$ cat config.mk
export PLATFORM = sky130hd
export DESIGN_NAME = serial_deframer_flat
export DESIGN_NICKNAME = d
export VERILOG_FILES = /design/src/rtl/serial_deframer_pkg.sv /design/src/rtl/serial_deframer_if.sv /design/src/rtl/serial_deframer_obuf.sv /design/src/rtl/serial_deframer.sv /design/src/flat_wrapper.sv
export SDC_FILE = /design/constraint.sdc
export NUM_CORES = 1
export LEC_CHECK = 0
export CAP_MARGIN = 20
export CORE_MARGIN = 2
export CORE_UTILIZATION = 30
export DETAILED_ROUTE_END_ITERATION = 12
export SYNTH_ARGS = -nofsm -noshare
export SYNTH_HDL_FRONTEND = slang
export SYNTH_HIERARCHICAL = 1
export SYNTH_SLANG_ARGS = --single-unit
$ cat constraint.sdc
create_clock -name i_clk -period 3.66 [get_ports i_clk]
set_input_delay 0.915 -clock i_clk [delete_from_list [all_inputs] [get_ports i_clk]]
set_output_delay 0.915 -clock i_clk [all_outputs]
set_load 0.02 [all_outputs]
$ cat src/rtl/serial_deframer_pkg.sv
`default_nettype none
// ============================================================================
// Module  : serial_deframer_pkg
// Purpose : Shared definitions for the serial framer/deframer pair: FSM state
//           encoding (2 bits) and frame line-level constants.
// Ports   : none (package)
// Rev     : 1.0  initial release
// ============================================================================
package serial_deframer_pkg;

  // Receiver FSM states, explicit 2-bit encoding shared with the serializer.
  typedef enum logic [1:0] {
    ST_IDLE   = 2'd0,
    ST_DATA   = 2'd1,
    ST_PARITY = 2'd2,
    ST_STOP   = 2'd3
  } state_t;

  // Frame line levels.
  localparam logic START_BIT = 1'b1;
  localparam logic STOP_BIT  = 1'b0;
  localparam logic IDLE_LVL  = 1'b0;

endpackage : serial_deframer_pkg
`default_nettype wire

$ cat src/rtl/serial_deframer_if.sv
`default_nettype none
// ============================================================================
// Module  : serial_deframer_if
// Purpose : Output word handshake bundle of the deframer.
// Ports   : o_data  - received word
//           o_valid - word/flags valid
//           o_perr  - parity mismatch on o_data
//           o_ferr  - framing (stop bit) error on o_data
//           i_ready - consumer accepts when o_valid & i_ready
// Rev     : 1.0  initial release
// ============================================================================
interface serial_deframer_if #(
  parameter int NBIT = 8
);
  logic [NBIT-1:0] o_data;
  logic            o_valid;
  logic            o_perr;
  logic            o_ferr;
  logic            i_ready;

  modport master (output o_data, output o_valid, output o_perr, output o_ferr,
                  input  i_ready);
  modport slave  (input  o_data, input  o_valid, input  o_perr, input  o_ferr,
                  output i_ready);
endinterface : serial_deframer_if
`default_nettype wire

$ cat src/rtl/serial_deframer_obuf.sv
`default_nettype none
// ============================================================================
// Module  : serial_deframer_obuf
// Purpose : One-entry valid/ready holding register for completed words, with
//           a sticky overflow flag for words that arrive while full.
// Ports   : i_clk, i_rst         - clock, async active-high reset
//           i_load               - a word completed this cycle
//           i_data/i_perr/i_ferr - completed word and its error flags
//           i_ready              - consumer accepts
//           i_clr                - clears sticky overflow
//           o_data/o_valid/o_perr/o_ferr - held word
//           o_ovf                - sticky drop indicator
// Rev     : 1.0  initial release
// ============================================================================
module serial_deframer_obuf #(
  parameter int NBIT = 8
) (
  input  logic            i_clk,
  input  logic            i_rst,
  input  logic            i_load,
  input  logic [NBIT-1:0] i_data,
  input  logic            i_perr,
  input  logic            i_ferr,
  input  logic            i_ready,
  input  logic            i_clr,
  output logic [NBIT-1:0] o_data,
  output logic            o_valid,
  output logic            o_perr,
  output logic            o_ferr,
  output logic            o_ovf
);

  logic [NBIT-1:0] data_q;
  logic            valid_q, perr_q, ferr_q, ovf_q;
  logic            take_w, drop_w;

  // A new word is taken when the slot is empty or being drained this cycle;
  // otherwise it is lost and the overflow flag records it.
  assign take_w = i_load & (~valid_q | i_ready);
  assign drop_w = i_load & valid_q & ~i_ready;

  always_ff @(posedge i_clk or posedge i_rst) begin
    if (i_rst) begin
      data_q  <= '0;
      valid_q <= 1'b0;
      perr_q  <= 1'b0;
      ferr_q  <= 1'b0;
      ovf_q   <= 1'b0;
    end else begin
      if (take_w) begin
        data_q  <= i_data;
        perr_q  <= i_perr;
        ferr_q  <= i_ferr;
        valid_q <= 1'b1;
      end else if (valid_q & i_ready) begin
        valid_q <= 1'b0;
      end
      // Set has priority over clear.
      if (drop_w) begin
        ovf_q <= 1'b1;
      end else if (i_clr) begin
        ovf_q <= 1'b0;
      end
    end
  end

  assign o_data  = data_q;
  assign o_valid = valid_q;
  assign o_perr  = perr_q;
  assign o_ferr  = ferr_q;
  assign o_ovf   = ovf_q;

endmodule : serial_deframer_obuf
`default_nettype wire

$ cat src/rtl/serial_deframer.sv
`default_nettype none
// ============================================================================
// Module  : serial_deframer
// Purpose : Recovers start/data(MSB first)/even-parity/stop frames from a
//           serial bit stream, flags parity and stop-bit errors, and hands
//           words to a one-entry valid/ready output buffer.
// Ports   : i_clk, i_rst - clock, async active-high reset
//           i_s          - serial input bit
//           i_bit_en     - bit strobe; state only advances when 1
//           i_clr        - clears sticky overflow
//           o_ovf        - sticky: a completed word was dropped
//           o_busy       - receiver not idle
//           out_if       - word handshake (data/valid/perr/ferr/ready)
// Rev     : 1.0  initial release
// ============================================================================
module serial_deframer #(
  parameter int NBIT      = 8,
  parameter bit PARITY_EN = 1'b1
) (
  input  logic               i_clk,
  input  logic               i_rst,
  input  logic               i_s,
  input  logic               i_bit_en,
  input  logic               i_clr,
  output logic               o_ovf,
  output logic               o_busy,
  serial_deframer_if.master  out_if
);
  import serial_deframer_pkg::*;

  localparam int CW = $clog2(NBIT + 1);

  state_t          state_q, state_d;
  logic [CW-1:0]   cnt_q, cnt_d;
  logic [NBIT-1:0] shift_q, shift_d;
  logic            perr_q, perr_d;
  logic            load_w, ferr_w;

  always_ff @(posedge i_clk or posedge i_rst) begin
    if (i_rst) begin
      state_q <= ST_IDLE;
      cnt_q   <= '0;
      shift_q <= '0;
      perr_q  <= 1'b0;
    end else begin
      state_q <= state_d;
      cnt_q   <= cnt_d;
      shift_q <= shift_d;
      perr_q  <= perr_d;
    end
  end

  always_comb begin
    state_d = state_q;
    cnt_d   = cnt_q;
    shift_d = shift_q;
    perr_d  = perr_q;
    load_w  = 1'b0;
    ferr_w  = 1'b0;
    if (i_bit_en) begin
      case (state_q)
        ST_IDLE: begin
          if (i_s == START_BIT) begin
            state_d = ST_DATA;
            cnt_d   = '0;
            perr_d  = 1'b0;
          end
        end
        ST_DATA: begin
          shift_d = (shift_q << 1) | NBIT'(i_s);
          cnt_d   = cnt_q + CW'(1);
          if (cnt_q == CW'(NBIT - 1)) begin
            state_d = PARITY_EN ? ST_PARITY : ST_STOP;
          end
        end
        ST_PARITY: begin
          // Even parity: received bit plus data ones must be even.
          perr_d  = i_s ^ (^shift_q);
          state_d = ST_STOP;
        end
        ST_STOP: begin
          ferr_w  = (i_s != STOP_BIT);
          load_w  = 1'b1;
          state_d = ST_IDLE;
        end
        default: state_d = ST_IDLE;
      endcase
    end
  end

  assign o_busy = (state_q != ST_IDLE);

  serial_deframer_obuf #(
    .NBIT (NBIT)
  ) u_obuf (
    .i_clk   (i_clk),
    .i_rst   (i_rst),
    .i_load  (load_w),
    .i_data  (shift_q),
    .i_perr  (perr_q),
    .i_ferr  (ferr_w),
    .i_ready (out_if.i_ready),
    .i_clr   (i_clr),
    .o_data  (out_if.o_data),
    .o_valid (out_if.o_valid),
    .o_perr  (out_if.o_perr),
    .o_ferr  (out_if.o_ferr),
    .o_ovf   (o_ovf)
  );

endmodule : serial_deframer
`default_nettype wire

$ cat src/flat_wrapper.sv
// flat-port wrapper written by rule: the top's interface ports become plain ports
module serial_deframer_flat import serial_deframer_pkg::*;
#(
  parameter int NBIT      = 8,
  parameter bit PARITY_EN = 1'b1
)
  (i_clk, i_rst, i_s, i_bit_en, i_clr, o_ovf, o_busy, out_if_o_data, out_if_o_valid, out_if_o_perr, out_if_o_ferr, out_if_i_ready);
  serial_deframer_if #(.NBIT(NBIT)) out_if_i ();
  input  logic i_clk;
  input  logic i_rst;
  input  logic i_s;
  input  logic i_bit_en;
  input  logic i_clr;
  output logic o_ovf;
  output logic o_busy;
  output wire logic [$bits(out_if_i.o_data)-1:0] out_if_o_data;
  output wire logic [$bits(out_if_i.o_valid)-1:0] out_if_o_valid;
  output wire logic [$bits(out_if_i.o_perr)-1:0] out_if_o_perr;
  output wire logic [$bits(out_if_i.o_ferr)-1:0] out_if_o_ferr;
  input wire logic [$bits(out_if_i.i_ready)-1:0] out_if_i_ready;
  assign out_if_o_data = out_if_i.o_data;
  assign out_if_o_valid = out_if_i.o_valid;
  assign out_if_o_perr = out_if_i.o_perr;
  assign out_if_o_ferr = out_if_i.o_ferr;
  assign out_if_i.i_ready = out_if_i_ready;
  serial_deframer #(.NBIT(NBIT), .PARITY_EN(PARITY_EN)) u_core (.i_clk(i_clk), .i_rst(i_rst), .i_s(i_s), .i_bit_en(i_bit_en), .i_clr(i_clr), .o_ovf(o_ovf), .o_busy(o_busy), .out_if(out_if_i));
endmodule
* Word level (Yosys, flattened, before mapping)
Index checks and enable logic that the tools add are counted.
** Cells by class
- $add $sub $neg :: 1
- Equality and inequality tests :: 6
- Muxes and demuxes :: 15
- Bitwise logic cells :: 9
- Reduce and logical (&&, ||, !) cells :: 11
** Operators by type and width (number)
- nonzero test 2 bit :: 5
- two-way mux 1 bit :: 9
- AND reduction 3 bit :: 3
- OR 8 x 1 -> 8 bit :: 1
- case mux 2 bit (4 select lines) :: 1
- case mux 4 bit (2 select lines) :: 1
- parity 8 bit :: 1
- adder 4 x 1 -> 4 bit (second input constant) :: 1
- AND 1 bit :: 4
- == test 2 bit (second input constant) :: 2
- == test 4 x 3 -> 1 bit (second input constant) :: 1
- two-way mux 2 bit :: 2
- two-way mux 4 bit :: 1
- == test 2 x 1 -> 1 bit (second input constant) :: 1
- logical NOT 2 bit :: 1
- != test 2 x 1 -> 1 bit (second input constant) :: 1
- != test 2 bit (second input constant) :: 1
- NOT 1 bit :: 2
- case mux 1 bit (2 select lines) :: 1
- AND reduction 2 bit :: 1
- OR 1 bit :: 1
- XOR 1 bit :: 1
** Storage, ports and cells
- Register bits after elaboration :: 27
- Input bits :: 6
- Output and inout bits :: 13

* Logic depth before layout (Yosys ltp)
- Word-level depth :: 6
- Depth in mapped cells :: 6
- Mapped depth without buffers :: 6

* Hierarchy
The synthesis kept the hierarchy.
** By module, submodules not included
- serial_deframer :: instances 1, cells each 67, area each 822.0 um2, seq. area each 375.4 um2
- serial_deframer_obuf :: instances 1, cells each 29, area each 496.7 um2, seq. area each 300.3 um2

* Worst setup path after synthesis
No wires, ideal clock.
- Path type :: input port to flip-flop
- Start :: input i_s
- End :: register u_core.perr_q
- Arrival time :: 1796 ps
- Required time :: 3539 ps
- Path slack :: 1742 ps
- Cell stages on the path :: 4
- Buffers on the path :: 0
- Cells stage by stage :: xnor2_1 > xnor3_1 > xnor2_1 > a32o_2
** On the way
- Cells in the longest elaborated chain, start to end :: 2
** Ends and longest elaborated chain
- from (decl) :: RTL line flat_wrapper.sv:11 : input logic i_s;
- XOR 1 bit / != test 2 bit (equally long branches)
- case mux 1 bit (2 select lines) / AND reduction 3 bit (equally long branches)
- to (signal assigned) :: RTL line serial_deframer.sv:49 : perr_q <= perr_d;
- to (decl) :: RTL line serial_deframer.sv:36 : logic perr_q, perr_d;
Parallel ways exist; a longest one is shown, timed or not.
A chain may end at the register's enable or synchronous reset.

* Final worst setup path
- Start :: register u_core.state_q[0]
- End :: output o_busy
** On the way
- Cells in the longest elaborated chain, start to end :: 1
** Ends and longest elaborated chain
- from (decl) :: RTL line serial_deframer.sv:33 : state_t state_q, state_d;
- from (signal assigned) :: RTL line serial_deframer.sv:46 : state_q <= state_d;
- nonzero test 2 bit :: RTL line serial_deframer.sv:91 : assign o_busy = (state_q != ST_IDLE);
- to (decl) :: RTL line flat_wrapper.sv:15 : output logic o_busy;
No other way between the ends.

==> results.tsv <==
metric	value	unit
status	completed	
rsz0062_at_grt	no	
synth_area	1320	sq um
endpoint_kind	output port	
dp.cells	165	
crit_fanout	4	
ys_seq_elements	27	
fp.dieH	70.3	um
r2r_slack	1.88	ns
synth_top_area_share	51.2	%
post_cts_buffers	0	
io-pin-count	19	
path_class	reg -> out	
critPathLaunchType	register	
wl	2240	um
cts-root-buf	clkbuf_8	
grt-ovfl-total	0	
cts_tree	done	
synth.avg_cell_area	13.7	sq um
vias	779	
seq_area_frac_synth	51.2	%
synthFlopType	dfrtp_1	
grt_pass1_vias	824	
cts-resized-gates	0	
fin_skew	0.00294	ns
synth_common_cells	dfrtp_1 (27), mux2_4 (10), inv_1 (8), mux2_2 (8), ha_1 (6)	
numCtsBuffers	3	
async_flop_share	100	%
cts_hold_buffers	0	
synthTopCellsByArea	dfrtp_1 (51%), mux2_4 (11%), mux2_2 (6.8%)	
min_path_type	reg -> reg	
period_share	71.0	%
gp_congestion	0.740	
antenna_found_initial	0	
synth_edf_count	0	
grt_max_degree	16	
peakVddDrop	239	uV
cts.sinks	27	
path_clk_slew	0.09	ns
start_util	30.7	%
cap_violations	0	
p_per_area	925	nW/um^2
htreeDepth	1	
worst_pin_slew	0.596	ns
num_antenna_cells	0	
post_drt_wl_per_cell	13.3	um
fin_nets	130	
cp_data_arrival_time	1.68	ns
fmax	385	MHz
firstDrtPassIters	4	
period_minus_slack	2.60	ns
drtIter0Drc	29	
slew_violations	0	
port_buffers	18	
grt_pass1_wl	3940	um
yosysWarnings	6	
clkLatencyLatePin	0.26	ns
tns	0	ns
rows	24	
holdWs	0.509	ns
syn-num-nets	108	
die_w	70.3	um
grt_usage	10.2	%
die-area	4940	sq um
drive_gt1_share	21.4	%
vias_per_cell	4.61	
required	2.74	ns
drc	0	
yosysUniqueCellTypes	28	
antenna_left	0	
netlist_instances	96	
setup_viol	0	
synth_area_leader_cell	dfrtp_1	
hpwlAfterDp	1750	um
leakagePower	0.753	nW
fin_cells	169	
hold_violations	0	
yosysMostFrequentCell	dfrtp_1	
slew_headroom	60.2	%
clockBufferDepth	2	
coreArea	4290	sq um
area_growth	21.7	%
==> metal layers <==
metal | part of all wire, % | vias up | track usage (%)
met5 | 0 | - | 0
met4 | 1.4 | 0 | 5.77
met3 | 3.4 | 2 | 2.02
met2 | 49 | 15 | 16.9
met1 | 46 | 386 | 12.2
li1 | - | 376 | -
==> state kept, by name, indices dropped and copies added, names as in the netlist <==
signal	cells
u_core/cnt_q	4
u_core/perr_q	1
u_core/state_q	2
u_core/u_obuf/o_ovf	1
u_core/u_obuf/o_perr	1
u_core/u_obuf/o_data	8
u_core/shift_q	8
u_core/u_obuf/o_valid	1
u_core/u_obuf/o_ferr	1
==> through the flow <==
step	area [sq um]	utilization [%]	worst slack (ns)	total power, mW
floorplan	1320	-	1.74	1.10
global placement	1560	36.3	1.19	1.31
detailed placement	1560	36.3	1.13	1.34
CTS	1610	37.4	1.03	1.51
global route	1610	37.4	0.945	1.59
finish	1610	37.4	1.06	1.49
==> report_power, final <==
group          leakage (nW)  switching (mW)  internal [mW]
clock                0.0228          0.0870         0.0778
sequential            0.338           0.121          0.436
combinational         0.393           0.315          0.448
total                 0.753           0.524          0.962
==> layout by cell type (no fill, tap or decap), types with 2 or more instances in the layout <==
cell type | synthesis | layout
dfrtp_1 | 27 | 27
clkdlybuf4s50_1 | 0 | 18
mux2_4 | 10 | 10
mux2_2 | 8 | 8
inv_1 | 8 | 8
ha_1 | 6 | 6
nand2_1 | 5 | 5
xnor2_1 | 4 | 4
clkbuf_8 | 0 | 3
and2_1 | 3 | 3
o21ai_0 | 3 | 3
and3_1 | 2 | 2
mux2i_1 | 2 | 2
a22o_1 | 2 | 2
==> cells by family (layout without fill, tap and decap cells) <==
family	count (synthesis)	after routing	synth area share [%]
adders and majority gates	6	6	5.69
DFF	27	27	51.2
muxes	21	21	20.6
AOI/OAI and AO/OA	10	10	5.50
buffers and inverters	9	30	2.56
and+or+nand+nor	16	16	7.31
xor gates and xnor gates	7	7	7.12
==> final timing paths <==
kind	startpoint	cells past startpoint	to
min in group asynchronous	i_rst	2	u_core/u_obuf/o_ovf
min reg2reg	u_core/cnt_q[0]	1	u_core/cnt_q[0]
max in group asynchronous	i_rst	2	u_core/shift_q[7]
max	u_core/state_q[0]	4	o_busy
min	u_core/cnt_q[0]	1	u_core/cnt_q[0]
max reg2reg	u_core/state_q[0]	6	u_core/state_q[1]
==> worst max-delay path, cell delays in order, from the launching register on <==
cell	delay, ns
dfrtp_1	0.39
inv_1	0.10
ha_1	0.27
inv_1	0.07
clkdlybuf4s50_1	0.59
==> layout make-up <==
type                            count  area (sq um)
Multi-Input combinational cell     60           609
Timing Repair Buffer               18           180
Inverter                            8          30.0
Clock buffer                        4          45.0
Fill cell                         415          2690
Sequential cell                    27           676
Tap cell                           52          65.1
Note: power is estimated with default switching activity, not from simulation.
